[src/rtl/display_pkg.sv]
// Shared types and the display memory entry format for the display write arbiter.
package display_pkg;

   localparam int unsigned DIGITS = 8;
   localparam int unsigned ADDR_W = 3;
   localparam int unsigned DIN_W  = 6;

   // Entry layout: [5]=segment enable (not blank), [4:1]=digit, [0]=dp off (active-low dp)
   localparam int unsigned DIN_BLANK_N   = 5;
   localparam int unsigned DIN_DIGIT_LSB = 1;
   localparam int unsigned DIN_DP_N      = 0;

   typedef enum logic [1:0] {
      StIdle,
      StWrite,
      StDone
   } state_e;

   function automatic logic [DIN_W-1:0] pack_din(input logic       blank,
                                                 input logic [3:0] digit,
                                                 input logic       dp);
      logic [DIN_W-1:0] din;
      din                         = '0;
      din[DIN_BLANK_N]            = ~blank;
      din[DIN_DIGIT_LSB +: 4]     = digit;
      din[DIN_DP_N]               = ~dp;
      return din;
   endfunction

endpackage

[src/rtl/rr_arbiter.sv]
// Combinational round-robin pick: search starts one past the last granted requester.
module rr_arbiter #(
   parameter int unsigned NREQ = 2
) (
   input  logic [NREQ-1:0] req,
   input  logic [1:0]      last_grant,
   output logic [NREQ-1:0] grant,
   output logic [1:0]      grant_idx,
   output logic            valid
);

   always_comb begin
      grant     = '0;
      grant_idx = '0;
      valid     = 1'b0;
      // k is the rotation distance from last_grant; the first requesting index wins
      for (int k = 1; k <= int'(NREQ); k++) begin
         for (int j = 0; j < int'(NREQ); j++) begin
            if (!valid && req[j] && (((int'(last_grant) + k) % int'(NREQ)) == j)) begin
               valid     = 1'b1;
               grant[j]  = 1'b1;
               grant_idx = 2'(j);
            end
         end
      end
   end

endmodule

[src/rtl/display_write_arbiter.sv]
// Round-robin arbiter that latches one producer's 8-digit frame and writes it to the
// seven-segment display memory, address 7 down to 0.
module display_write_arbiter
   import display_pkg::*;
#(
   parameter int unsigned NREQ = 2
) (
   input  logic                       clk,
   input  logic                       rst_n,
   input  logic [NREQ-1:0]            req,
   input  logic [NREQ*4*DIGITS-1:0]   frame,
   input  logic [NREQ*DIGITS-1:0]     blank,
   input  logic [NREQ*DIGITS-1:0]     dp,
   output logic [NREQ-1:0]            ack,
   output logic [1:0]                 owner,
   output logic                       busy,
   output logic                       done,
   output logic                       W,
   output logic [ADDR_W-1:0]          WADD,
   output logic [DIN_W-1:0]           DIN
);

   state_e              state_q, state_d;
   logic [ADDR_W-1:0]   wadd_q, wadd_d;
   logic                w_q, w_d;
   logic [DIN_W-1:0]    din_q, din_d;
   logic [NREQ-1:0]     ack_q, ack_d;
   logic                done_q, done_d;
   logic                busy_q, busy_d;
   logic [1:0]          owner_q, owner_d;
   logic [1:0]          last_q, last_d;
   logic [4*DIGITS-1:0] frame_q, frame_d;
   logic [DIGITS-1:0]   blank_q, blank_d;
   logic [DIGITS-1:0]   dp_q, dp_d;

   logic [NREQ-1:0]     grant;
   logic [1:0]          grant_idx;
   logic                grant_valid;
   logic [4*DIGITS-1:0] win_frame;
   logic [DIGITS-1:0]   win_blank;
   logic [DIGITS-1:0]   win_dp;
   logic [ADDR_W-1:0]   nxt_addr;

   rr_arbiter #(
      .NREQ (NREQ)
   ) u_rr_arbiter (
      .req        (req),
      .last_grant (last_q),
      .grant      (grant),
      .grant_idx  (grant_idx),
      .valid      (grant_valid)
   );

   always_comb begin
      win_frame = '0;
      win_blank = '0;
      win_dp    = '0;
      for (int j = 0; j < int'(NREQ); j++) begin
         if (grant[j]) begin
            win_frame = frame[j*4*DIGITS +: 4*DIGITS];
            win_blank = blank[j*DIGITS +: DIGITS];
            win_dp    = dp[j*DIGITS +: DIGITS];
         end
      end
   end

   assign nxt_addr = wadd_q - 1'b1;

   always_comb begin
      state_d = state_q;
      wadd_d  = wadd_q;
      w_d     = 1'b0;
      din_d   = din_q;
      ack_d   = '0;
      done_d  = 1'b0;
      busy_d  = busy_q;
      owner_d = owner_q;
      last_d  = last_q;
      frame_d = frame_q;
      blank_d = blank_q;
      dp_d    = dp_q;
      unique case (state_q)
         StIdle: begin
            busy_d = 1'b0;
            if (grant_valid) begin
               // First write is issued straight from the winner's inputs so it lands with ack
               state_d = StWrite;
               frame_d = win_frame;
               blank_d = win_blank;
               dp_d    = win_dp;
               ack_d   = grant;
               owner_d = grant_idx;
               last_d  = grant_idx;
               busy_d  = 1'b1;
               w_d     = 1'b1;
               wadd_d  = ADDR_W'(DIGITS - 1);
               din_d   = pack_din(win_blank[DIGITS-1], win_frame[4*DIGITS-1 -: 4],
                                  win_dp[DIGITS-1]);
            end
         end
         StWrite: begin
            busy_d = 1'b1;
            if (wadd_q == '0) begin
               state_d = StDone;
               done_d  = 1'b1;
            end else begin
               w_d    = 1'b1;
               wadd_d = nxt_addr;
               din_d  = pack_din(blank_q[nxt_addr], frame_q[{nxt_addr, 2'b00} +: 4],
                                 dp_q[nxt_addr]);
            end
         end
         StDone: begin
            state_d = StIdle;
            busy_d  = 1'b0;
         end
         default: begin
            state_d = StIdle;
            busy_d  = 1'b0;
         end
      endcase
   end

   always_ff @(posedge clk or negedge rst_n) begin
      if (!rst_n) begin
         state_q <= StIdle;
         wadd_q  <= '0;
         w_q     <= 1'b0;
         din_q   <= '0;
         ack_q   <= '0;
         done_q  <= 1'b0;
         busy_q  <= 1'b0;
         owner_q <= '0;
         last_q  <= 2'(NREQ - 1);
         frame_q <= '0;
         blank_q <= '0;
         dp_q    <= '0;
      end else begin
         state_q <= state_d;
         wadd_q  <= wadd_d;
         w_q     <= w_d;
         din_q   <= din_d;
         ack_q   <= ack_d;
         done_q  <= done_d;
         busy_q  <= busy_d;
         owner_q <= owner_d;
         last_q  <= last_d;
         frame_q <= frame_d;
         blank_q <= blank_d;
         dp_q    <= dp_d;
      end
   end

   assign ack   = ack_q;
   assign owner = owner_q;
   assign busy  = busy_q;
   assign done  = done_q;
   assign W     = w_q;
   assign WADD  = wadd_q;
   assign DIN   = din_q;

endmodule

[config.mk]
export PLATFORM = sky130hd
export DESIGN_NAME = display_write_arbiter
export DESIGN_NICKNAME = d
export VERILOG_FILES = /design/src/rtl/display_pkg.sv /design/src/rtl/rr_arbiter.sv /design/src/rtl/display_write_arbiter.sv
export SDC_FILE = /design/constraint.sdc
export NUM_CORES = 1
export LEC_CHECK = 0
export CAP_MARGIN = 20
export CORE_MARGIN = 10
export CORE_UTILIZATION = 44
export CTS_CLUSTER_SIZE = 30
export DETAILED_ROUTE_END_ITERATION = 10
export HOLD_SLACK_MARGIN = 0.02
export MAX_ROUTING_LAYER = met4
export PLACE_DENSITY_LB_ADDON = 0.05
export SETUP_SLACK_MARGIN = 0.15
export SYNTH_ARGS = -nofsm -noshare
export SYNTH_HDL_FRONTEND = slang
export SYNTH_SLANG_ARGS = --single-unit
[constraint.sdc]
create_clock -name clk -period 2.5 [get_ports clk]
set_clock_uncertainty 0.2 [all_clocks]
set_input_delay 0.5 -clock clk [delete_from_list [all_inputs] [get_ports clk]]
set_output_delay 0.5 -clock clk [all_outputs]
set_load 0.005 [all_outputs]
Word level (Yosys, flattened, before mapping)
Index checks and enable logic that the tools add are counted.
- muxes and demuxes: 37
- $lt $le $gt $ge: 1
- equality and inequality tests: 6
- bitwise operators: 6
- shift operators: 1
- $add $sub $neg: 3
- reduce and logical (&&, ||, !) cells: 18
- operators by type and width (kind ; number):
    logical NOT 32 bit ; 2
    two-way mux 32 bit ; 2
    two-way mux 8 bit ; 4
    indexed part select 32 x 6 -> 4 bit ; 1
    two-way mux 1 bit ; 16
    two-way mux 6 bit ; 2
    one-hot mux 6 bit (2 select lines) ; 1
    two-way mux 2 bit ; 4
    logical AND 1 bit ; 7
    binary-select mux 1 bit (select 3 bit) ; 2
    two-way mux 3 bit ; 2
    != test 2 bit, second input constant ; 3
    one-hot mux 3 bit (2 select lines) ; 1
    == test 2 bit, second input constant ; 2
    less-than comparator 3 x 4 -> 1 bit, second input constant ; 1
    NOT 1 bit ; 4
    one-hot mux 1 bit (2 select lines) ; 2
    one-hot mux 2 bit (2 select lines) ; 1
    AND reduction 2 bit ; 2
    logical NOT 1 bit ; 3
    logical NOT 3 bit ; 1
    AND reduction 3 bit ; 1
    subtractor 3 x 1 -> 3 bit, second input constant ; 1
    adder 1 bit, second input constant ; 2
    4 further kinds ; 5
- logic and storage cells: 84
- flip-flop bits (word level): 66
- bits of input ports: 100
- output and inout port bits: 16

Logic depth before layout (Yosys ltp)
- depth in word-level cells: 21
- depth in mapped cells: 8
- mapped depth without buffers: 7

By module
A second synthesis with hierarchy kept.
- cell total of the unflattened synthesis: 320
- area, all modules: 3324.4 um2
- by module, submodules not included (module ; instances ; area each (um2) ; seq. area each (um2) ; cells each):
    display_write_arbiter ; 1 ; 3280.6 ; 1677.9 ; 313
    rr_arbiter ; 1 ; 43.8 ; 0.0 ; 7

Worst setup path after synthesis
OpenSTA, ideal clock, no wires.
- path kind: register -> register
- start: register wadd_q[0], in the netlist WADD[0]
- end: register din_q[5], in the netlist DIN[5]
- cell stages (with the launch flop): 8
- buffers on the path: 2
- period minus slack after synthesis: 2.327 ns
- required time: 2.234 ns
- path slack: 0.173 ns
- library setup time: 0.066 ns
- arrival time: 2.061 ns
- cells stage by stage: dfrtp_1 clkbuf_1 inv_2 ha_1 buf_6 mux4_2 mux2i_1 a221o_1
- word-level cells in the longest chain between the ends: 6
- elaborated cells between the ends (all ways): 9
- those cells by class: add/sub: 1; eq/ne: 1; mux: 4; bitwise: 1; reduce/logical: 2
- ends and longest elaborated chain (what ; RTL line ; text):
    from (decl) ; display_write_arbiter.sv:24 ; logic [ADDR_W-1:0] wadd_q, wadd_d;
    from (signal assigned) ; display_write_arbiter.sv:140 ; wadd_q <= wadd_d;
    subtractor 3 x 1 -> 3 bit ; display_write_arbiter.sv:67 ; assign nxt_addr = wadd_q - 1'b1;
    binary-select mux 1 bit (select 3 bit) ; display_write_arbiter.sv:109 ; din_d = pack_din(blank_q[nxt_addr], frame_q[{nxt_addr, 2'b00} +: 4],
    two-way mux 1 bit (not written as such) ; display_write_arbiter.sv:109 ;
    NOT 1 bit ; display_pkg.sv:24 ; din[DIN_BLANK_N] = ~blank;
    two-way mux 6 bit ; display_write_arbiter.sv:103 ; if (wadd_q == '0) begin
    one-hot mux 6 bit (2 select lines) ; display_write_arbiter.sv:82 ; unique case (state_q)
    to (signal assigned) ; display_write_arbiter.sv:142 ; din_q <= din_d;
    to (decl) ; display_write_arbiter.sv:26 ; logic [DIN_W-1:0] din_q, din_d;
Several ways; a longest one is shown, not always the timed one. The select of a mux whose other input is x is not followed.
A chain may end at the register's enable or synchronous reset.

Worst setup path in the final report
- start: register wadd_q[0], in the netlist WADD[0]
- end: register din_q[2], in the netlist DIN[2]
- word-level cells in the longest chain between the ends: 4
- elaborated cells between the ends (all ways): 7
- those cells by class: add/sub: 1; eq/ne: 1; shift: 1; mux: 2; reduce/logical: 2
- ends and longest elaborated chain (what ; RTL line):
    subtractor 3 x 1 -> 3 bit ; display_write_arbiter.sv:67
    indexed part select 32 x 6 -> 4 bit ; display_write_arbiter.sv:109
    two-way mux 6 bit ; display_write_arbiter.sv:103
    one-hot mux 6 bit (2 select lines) ; display_write_arbiter.sv:82
Several ways; a longest one is shown, not always the timed one. The select of a mux whose other input is x is not followed.

==> summary.md <==
| Metric | Value |
|---|---|
| Final setup viols | 0 |
| Post-synth cell types | 35 |
| Die ar. | around 11000 um2 |
| Clk_lat worst skew | 0.35 ns |
| Worst hold slack | 0.289 ns |
| Post-synthesis average cell area | about 12 um2 |
| RSZ-0062 raised after global routing | false |
| CTS tree | done |
| Nets | ~470 |
| Pre-antenna DRT Iters | 9 |
| Critical Path RT | 2.52 ns |
| Height of the die | between 100 and 150 um |
| Max FO, Critical Path | 15 |
| Post-synth top area cell | dfrtp_1 |
| Worst slew margin | about two fifths |
| #FFs+latches synth | 66 |
| Post-Synthesis Cell Area | 3140 um2 |
| Maximum vdd drop | about 500 uV |
| Crit path kind | reg2reg |
| Gr ovfl total | 0 |
| Gr usage total | 17.3% |
| RePlAce Congestion | 0.785 |
| Routed Antenna Nets | 0 |
| Worst setup SP type | flip-flop |
| FFs w/ async S/R, synth | 100% |
| Min cycle time layout | 2.16 ns |
| Total wire length | 9050 um |
| Io pins | about 120 |
| P&R area growth vs syn | 45.7% |
| Number of fillers in the final layout | 554 |
| Synth warnings | 0 |
| R2R Setup Slk | 0.34 ns |
| LEAKAGE | 2.16 nW |
| EDFF count, synth | 0 |
| N_diodes | 0 |
| Routed wire per std cell | around 19 um |
| Antenna violations before repair | 0 |
| TritonCTS buffer count | 9 |
| Ranking of synthesized cells by area | dfrtp_1 52%, a222oi_1 13%, mux4_2 7.2% |
| Vias in the first global route | 2844 |
| Top cells by count, synth | 65 x dfrtp_1, 45 x inv_1, 42 x a222oi_1, 10 x mux4_2, 9 x nor2_1 |
| Area share of the largest cell type after synthesis | 51.9% |
| Clock tree buffer depth | 2 |
| Clk slew on worst S/H paths | 0.08 ns |
| Row count | 30 |
| Syn nets | 358 |
| Share of cells above drive strength 1 | 13.5% |
| Pwr dens | between 1000 and 1500 nW/um2 |
| Die width | 104 um |
| H-tree depth | 3 |
| Pin count of the biggest net entering global routing | 67 |
| DRC viols | 0 |
| Starting Density | 45.6% |
| Fin. Hold Viols | 0 |
| Slew Viols, Final | 0 |
| Max-Cap Viols | 0 |
| Cells after Synth | 256 |
| Number of vias per cell | 5.55 |
| Top_reg_cell synth | dfrtp_1 |
| Core area | 6870 um2 |
| Register area share after synthesis | 52.7% |
| Initial DRC Count | 340 |
| Final period utilization | 86.6% |
| CTS root buf | clkbuf_8 |
| CP Capture Type | flip-flop |
| Post-cts sizing count | 0 |
| PortBufs | 114 |
| Fmax | 462 MHz |
| Critical Path AT | 2.19 ns |
| Post-CTS Setup Inserts | 0 |
| Worst Max-Slew Pin Slew | 0.879 ns |
| Worst hold path type | reg2reg |
| First-pass GRT wire length | 14800 um |
| DR vias | about 2600 |
| Status | finished, final reports clean |
| Most numerous cell in the Yosys netlist | dfrtp_1 |
| Setup TNS | 0 ns |
| DP Wirelength | 6540 um |
| CTS Sinks | between 60 and 70 |
## logic make-up (layout without fill, tap and decap cells)
family	Yosys count	in the layout	synth area share, %
compound gates	74	74	21.1
xor+xnor	1	1	0.519
fa+ha+maj	2	2	0.798
buf+inv	69	190	10.7
flops	66	66	52.7
mux	18	18	9.90
other cells	1	1	0.120
simple gates	25	25	4.07
## worst paths after layout
path	from	to	cells past startpoint
min in group asynchronous	rst_n	frame_q[30]	3
worst min-delay path	owner[0]	owner[0]	1
worst min register to register	owner[0]	owner[0]	1
worst max register to register	WADD[0]	DIN[2]	7
max in group asynchronous	rst_n	last_q[0]	3
worst max-delay path	WADD[0]	DIN[2]	7
## critical path, stage by stage, from the launching register on
cell	delay, ns
dfrtp_1	0.39
inv_2	0.17
ha_1	0.22
xnor2_2	0.11
buf_4	0.26
mux2_2	0.39
o22ai_1	0.20
o31ai_1	0.09
## power breakdown
part | internal (W) | switching (W)
Combinational | 0.00126 | 0.00101
Sequential | 0.00155 | 0.000286
Clock | 0.000489 | 0.000422
## through the flow
stage	worst slack [ns]	utilization (%)	std cells	power, W	instance area (um2)
5_1_grt	0.237	66.5	473	0.00539	4570
3_5_place_dp	0.0103	63.4	456	0.00413	4360
3_3_place_gp	0.0673	63.4	456	0.00408	4360
4_1_cts	0.321	66.5	473	0.00506	4570
2_1_floorplan	0.173	-	256	0.00332	3140
6_report	0.336	66.5	473	0.00501	4570
## flip-flops by register name (all words and copies together) (netlist names)
| signal | flops |
|---|---|
| ack | 2 |
| frame_q | 32 |
| done | 1 |
| blank_q | 8 |
| WADD | 3 |
| W | 1 |
| busy | 1 |
| state_q | 2 |
| dp_q | 8 |
| owner | 1 |
| last_q | 1 |
| DIN | 6 |
## repair_timing
item,CTS,global route
endpoints found under the hold margin,65,0
setup endpoints to repair,0,0
hold buffers,1,0
## per-layer routing
layer | track usage, % | wire [um] | part of all wire (%)
met4 | 5.77 | 150 | 1.7
met3 | 4.40 | 580 | 6.4
met2 | 26.4 | 4400 | 49
met5 | - | 0 | 0
met1 | 21.9 | 3930 | 43
## cell usage in the layout (no fill, tap or decap), types with 2 or more instances in the layout
cell type / n
clkdlybuf4s50_1: 113
dfrtp_1: 65
inv_1: 45
a222oi_1: 42
mux4_2: 10
clkbuf_8: 10
nor2_1: 9
buf_4: 9
nand2_1: 7
o21ai_1: 6
a32oi_1: 4
a21oi_1: 4
mux2i_1: 4
a2bb2oi_1: 4
inv_2: 3
and2_1: 3
mux2_1: 3
nor2b_1: 2
a32o_1: 2
a221o_1: 2
a21o_1: 2
o22ai_1: 2
o31ai_1: 2
ha_1: 2
clkinv_2: 2
buf_12: 2
## layout make-up
class / instances / area (um2) / area share [%]
multi-input cells: 121 / 1160 / 25.4
clock inverters: 6 / 65.1 / 1.42
flip-flops and latches: 66 / 1650 / 36.2
inverters: 48 / 180 / 3.94
repair buffers: 126 / 1250 / 27.4
clock buffers: 10 / 138 / 3.01
well taps: 96 / 120 / 2.63
Power figures use the tool's default switching activity.
